[src/rtl/timer_seq_master.sv]
// timer_seq_master: AXI4-Lite master that loads and starts the timer, polls STATUS.expired and reports the outcome.
// One write or read engine is active at a time, and every AXI output comes straight from a flop.
module timer_seq_master #(
    parameter int POLL_GAP  = 4,
    parameter int MAX_POLLS = 1024
) (
    input  logic        clk,
    input  logic        reset_n,
    input  logic        cmd_valid,
    input  logic [31:0] cmd_load,
    output logic        cmd_ready,
    input  logic        cmd_abort,
    output logic        busy,
    output logic        done,
    output logic [1:0]  status_code,
    output logic [31:0] awaddr,
    output logic        awvalid,
    input  logic        awready,
    output logic [31:0] wdata,
    output logic        wvalid,
    input  logic        wready,
    input  logic        bvalid,
    output logic        bready,
    output logic [31:0] araddr,
    output logic        arvalid,
    input  logic        arready,
    input  logic [31:0] rdata,
    input  logic        rvalid,
    output logic        rready
);
    localparam int PW = (MAX_POLLS == 0) ? 1 : $clog2(MAX_POLLS + 1);
    localparam logic [2:0] ST_IDLE      = 3'd0;
    localparam logic [2:0] ST_WR_LOAD   = 3'd1;
    localparam logic [2:0] ST_WR_START  = 3'd2;
    localparam logic [2:0] ST_GAP       = 3'd3;
    localparam logic [2:0] ST_RD_STATUS = 3'd4;
    localparam logic [2:0] ST_WR_STOP   = 3'd5;
    localparam logic [2:0] ST_DONE      = 3'd6;

    logic [2:0]    state, nxt;
    logic [PW-1:0] poll_cnt;
    logic [31:0]   gap_cnt;
    logic [1:0]    code_q, nxt_code;
    logic          abort_q, abort_req, abort_eff, b_hs, r_hs, timeout, gap_end, unused_rdata;

    assign cmd_ready    = state == ST_IDLE;
    assign busy         = !cmd_ready;
    assign done         = state == ST_DONE;
    assign b_hs         = bready && bvalid;
    assign r_hs         = rready && rvalid;
    assign abort_req    = cmd_abort && (state == ST_WR_LOAD || state == ST_WR_START ||
                                         state == ST_RD_STATUS || state == ST_GAP);
    assign abort_eff    = abort_q || abort_req;
    assign timeout      = (MAX_POLLS != 0) && (32'(poll_cnt) + 32'd1 == 32'(MAX_POLLS));
    assign gap_end      = (gap_cnt + 32'd1) >= 32'(POLL_GAP);
    assign unused_rdata = ^rdata[31:1];
    // Expired outranks abort, which outranks timeout, at the R handshake.
    assign nxt_code     = (state == ST_WR_STOP) ? code_q :
                          (state == ST_RD_STATUS && rdata[0]) ? 2'b00 :
                          abort_eff ? 2'b10 : 2'b01;

    always_comb begin
        nxt = state;
        case (state)
            ST_IDLE:      nxt = cmd_valid ? ST_WR_LOAD : ST_IDLE;
            ST_WR_LOAD:   nxt = !b_hs ? state : abort_eff ? ST_WR_STOP : ST_WR_START;
            ST_WR_START:  nxt = !b_hs ? state : abort_eff ? ST_WR_STOP : ST_RD_STATUS;
            ST_RD_STATUS: nxt = !r_hs ? state : rdata[0] ? ST_DONE :
                                (abort_eff || timeout) ? ST_WR_STOP : ST_GAP;
            ST_GAP:       nxt = abort_eff ? ST_WR_STOP : gap_end ? ST_RD_STATUS : ST_GAP;
            ST_WR_STOP:   nxt = b_hs ? ST_DONE : state;
            ST_DONE:      nxt = ST_IDLE;
            default:      nxt = ST_IDLE;
        endcase
    end

    always_ff @(posedge clk or negedge reset_n) begin
        if (!reset_n) begin
            state       <= ST_IDLE;
            poll_cnt    <= '0;
            gap_cnt     <= '0;
            code_q      <= 2'b00;
            status_code <= 2'b00;
            abort_q     <= 1'b0;
            awaddr      <= '0;
            awvalid     <= 1'b0;
            wdata       <= '0;
            wvalid      <= 1'b0;
            bready      <= 1'b0;
            araddr      <= '0;
            arvalid     <= 1'b0;
            rready      <= 1'b0;
        end else begin
            state   <= nxt;
            abort_q <= (state == ST_IDLE) ? 1'b0 : abort_eff;
            gap_cnt <= (state == ST_GAP) ? gap_cnt + 32'd1 : 32'd0;
            if (state == ST_IDLE && cmd_valid)
                poll_cnt <= '0;
            else if (r_hs && !(&poll_cnt))
                poll_cnt <= poll_cnt + 1'b1;
            if (awvalid && awready) begin
                awvalid <= 1'b0;
                wvalid  <= 1'b1;
            end
            if (wvalid && wready) begin
                wvalid <= 1'b0;
                bready <= 1'b1;
            end
            if (b_hs)
                bready <= 1'b0;
            if (arvalid && arready) begin
                arvalid <= 1'b0;
                rready  <= 1'b1;
            end
            if (r_hs)
                rready <= 1'b0;
            if (nxt != state && (nxt == ST_WR_LOAD || nxt == ST_WR_START || nxt == ST_WR_STOP)) begin
                awvalid <= 1'b1;
                awaddr  <= (nxt == ST_WR_LOAD) ? 32'h0 : 32'h4;
                wdata   <= (nxt == ST_WR_LOAD) ? cmd_load : (nxt == ST_WR_START) ? 32'h1 : 32'h2;
            end
            if (nxt != state && nxt == ST_RD_STATUS) begin
                arvalid <= 1'b1;
                araddr  <= 32'h8;
            end
            if (nxt != state && nxt == ST_WR_STOP)
                code_q <= nxt_code;
            if (nxt != state && nxt == ST_DONE)
                status_code <= nxt_code;
        end
    end
endmodule

[config.mk]
export PLATFORM = sky130hd
export DESIGN_NAME = timer_seq_master
export DESIGN_NICKNAME = d
export VERILOG_FILES = /design/src/rtl/timer_seq_master.sv
export SDC_FILE = /design/constraint.sdc
export NUM_CORES = 1
export LEC_CHECK = 0
export ABC_AREA = 0
export BUFFER_PORTS_ARGS = -buffer_cell sky130_fd_sc_hd__buf_4
export CAP_MARGIN = 20
export CORE_MARGIN = 5
export CORE_UTILIZATION = 51
export DETAILED_ROUTE_END_ITERATION = 16
export GPL_TIMING_DRIVEN = 0
export PLACE_DENSITY_LB_ADDON = 0.2
export SYNTH_ARGS = -nofsm -noshare
export SYNTH_HDL_FRONTEND = slang
export SYNTH_SLANG_ARGS = --single-unit
[constraint.sdc]
create_clock -name clk -period 3 [get_ports clk]
set_input_delay 0.15 -clock clk [delete_from_list [all_inputs] [get_ports clk]]
set_output_delay 0.15 -clock clk [all_outputs]
set_load 0.1 [all_outputs]
==> metrics <==
status complete, no violations; DRC Markers 0; EDFF count, synth 0; most frequent cells in the layout buf_4, dfrtp_1, nor2_1, conb_1, nand2_1; drt initial violations between 200 and 250; total grt overflow 0; CORE AREA approximately 10,000 um^2; CTS tree built; ant diodes 0; share of cells above drive strength 1 0.286; final period utilization 0.965; crit end category register; sequential area share after synthesis 0.427; Die Y around 110 um; Final Max Tran Viols 0; Worst EP arrival approximately 3.2 ns; worst vdd ir slightly above 0.0009 V; Worst setup SP type register; register area ~2300 um^2; main combinational cell family by area after synthesis simple AND/OR/NAND/NOR gates; total track usage 0.197; port bufs 85; initial cell density of the core 0.518; synth warn 0; TritonRoute pass-1 iters 5; Routed WL per cell 14.1 um; FILL cells just under 800; Main synth FF type dfrtp_1; Post-Synth Simple-Gate Area 0.192; Post-Synth Adder-Cell Area 0.00474; Cells after Synth 552; Synth Area in Compound Gates 0.159; antenna viol nets, final 0; latest clock arrival within the worst-skew pair ~0.36 ns; min Tclk post-route slightly below 3 ns; setup TNS 0 ns; Synth async-reset ratio 1.00; slew margin rel. 0.563; H-tree Lvls 3; CTS root buffer clkbuf_8; Power Density between 900 and 1000 nW/um^2; die width between 100 and 150 um; Layout area overhead 31.3%; Mean Syn Cell Area around 9.6 um^2; Post-Layout Inst Area 6930 um^2; CTS Buffer Depth 2; largest net degree at the start of global routing just over 90; FF+latch count, synth 90; via count ~4,500; fraction of synthesized cell area in xor and xnor cells 0.0664; mux share of post-synthesis cell area 0.0244; routability congestion estimate about 0.86; I/O pins roughly 180; global-route wire length before repair between 20 and 25 mm; routed wire length between 10 and 15 mm; Layout Nets 814; Detail Placement HPWL slightly below 9 mm; dpl cell area between 6000 and 7000 um^2; mapped cell area approximately 5300 um^2; CTS clk-pin slew, worst paths ~0.09 ns; Total Power roughly 6.5 mW; CP Max Fanout 10; die area between 10,000 and 15,000 um^2; synth unique cells 72; initial antenna violation count 0; worst slew pin tran 0.647 ns; vias in the first global route 4,401; TritonCTS Sinks 90; # setup viols final 0; multi-input logic area around 2700 um^2; Max-cap violations 0; worst min path class in -> reg; critical path class reg -> reg; Fin. Hold Viols 0; maximum clock frequency about 350 MHz; Worst EP required 3.25 ns; commonest non-fill, non-tap cell in the layout buf_4; clk_skew 0.0109 ns; vias per cell about 5.1; Static Leakage about 3.3 nW; clock buffer count from CTS 9; row cnt 37
-- cells in the mapped netlist, types with 2 or more instances --
cell	number	area share
a211o_1	3	0.0050
a211oi_1	2	0.0028
a21o_1	2	0.0028
a21oi_1	13	0.012
a221o_1	2	0.0038
a22o_1	31	0.051
a2bb2oi_1	2	0.0033
a41oi_1	2	0.0033
and2_1	7	0.0083
and3_1	10	0.012
buf_2	7	0.0066
buf_4	62	0.088
buf_6	5	0.011
clkbuf_1	14	0.010
dfrtp_1	90	0.43
ha_1	2	0.0047
inv_1	15	0.011
mux2_2	2	0.0043
mux2i_1	8	0.015
nand2_1	39	0.028
nand2b_1	7	0.0083
nand3_1	20	0.019
nand4_1	15	0.018
nor2_1	66	0.047
nor2b_1	2	0.0024
nor3_1	8	0.0076
nor4_1	9	0.011
o2111ai_1	2	0.0033
o211ai_1	2	0.0028
o21a_1	2	0.0028
o21ai_0	10	0.0095
o21ai_1	5	0.0047
o31a_1	3	0.0050
or3_1	4	0.0047
or3_4	2	0.0043
or4_1	3	0.0043
xnor2_1	20	0.033
xor2_1	20	0.033
-- worst max-delay path, stage by stage (launching register included) --
cell and delay [ns]:
dfrtp_1 0.38, buf_6 0.14, or3_4 0.42, a31oi_4 0.30, o21ai_2 0.13, o41ai_4 0.32, buf_4 0.19, a21oi_1 0.07
a221o_1 0.35, buf_6 0.15, buf_6 0.14, a22o_1 0.19
-- final timing paths --
check / cells after the start / start / to / slack (ns)
min: 2 / cmd_load[10] / wdata[10]$_DFFE_PN0P_ / 0.01
max: 11 / state[2]$_DFF_PN0_ / wdata[23]$_DFFE_PN0P_ / 0.11
max in group asynchronous: 3 / reset_n / bready$_DFFE_PN0P_ / 2.16
max reg2reg: 11 / state[2]$_DFF_PN0_ / wdata[23]$_DFFE_PN0P_ / 0.11
min in group asynchronous: 2 / reset_n / gap_cnt[30]$_DFF_PN0_ / 0.19
min reg2reg: 1 / araddr[3]$_DFFE_PN0P_ / araddr[3]$_DFFE_PN0P_ / 0.48
-- layout make-up --
type | instances | area share
Clock inverter | 4 | 0.00487
Multi-Input combinational cell | 420 | 0.386
Inverter | 15 | 0.00812
Timing Repair Buffer | 116 | 0.138
Tap cell | 136 | 0.0246
Buffer | 87 | 0.0885
Clock buffer | 12 | 0.0238
Sequential cell | 90 | 0.326
-- cells by family (layout without fill, tap and decap cells) --
family	after synthesis	count (layout)
AOI/OAI and AO/OA	103	103
xor gates and xnor gates	40	40
adders and majority gates	2	2
buffers and inverters	103	234
DFF	90	90
muxes	12	12
other	1	62
and+or+nand+nor	201	201
-- layer usage --
layer / global-route usage / share of wire
met5: 0 / 0
met4: 0.0649 / 0.019
met1: 0.242 / 0.39
met2: 0.335 / 0.51
met3: 0.0571 / 0.078
-- metrics by stage --
stage          setup WS, ns  utilization  instances  hold slack [ns]
2_1_floorplan         0.143            -        613           -0.146
3_3_place_gp         -0.105        0.620        834            0.338
3_5_place_dp        -0.0809        0.620        834            0.343
4_1_cts              0.0398        0.667        877         0.000159
5_1_grt              -0.111        0.680        880          0.00233
6_report              0.105        0.680        880           0.0124
-- registers in the layout, indices dropped and copies added (netlist names), 2 cells and up --
| register | count |
|---|---|
| code_q | 2 |
| gap_cnt | 32 |
| wdata | 32 |
| state | 3 |
| poll_cnt | 11 |
| status_code | 2 |
-- power breakdown --
group | switching [mW] | internal [mW] | leakage [nW]
Clock | 0.445 | 0.375 | 0.0992
Sequential | 0.165 | 1.48 | 1.19
Combinational | 2.93 | 1.11 | 2.03
Total | 3.54 | 2.97 | 3.31
-- repair_timing --
action / in CTS / in global routing
endpoints found under the hold margin: 26 / 16
hold buffers: 26 / 1
setup buffers: 1 / 2
pin swaps: 1 / 6
endpoints found under the setup margin: 3 / 49
gates resized for setup: 2 / 22
cloned: 0 / 0
Note: power is estimated with default switching activity, not from simulation.
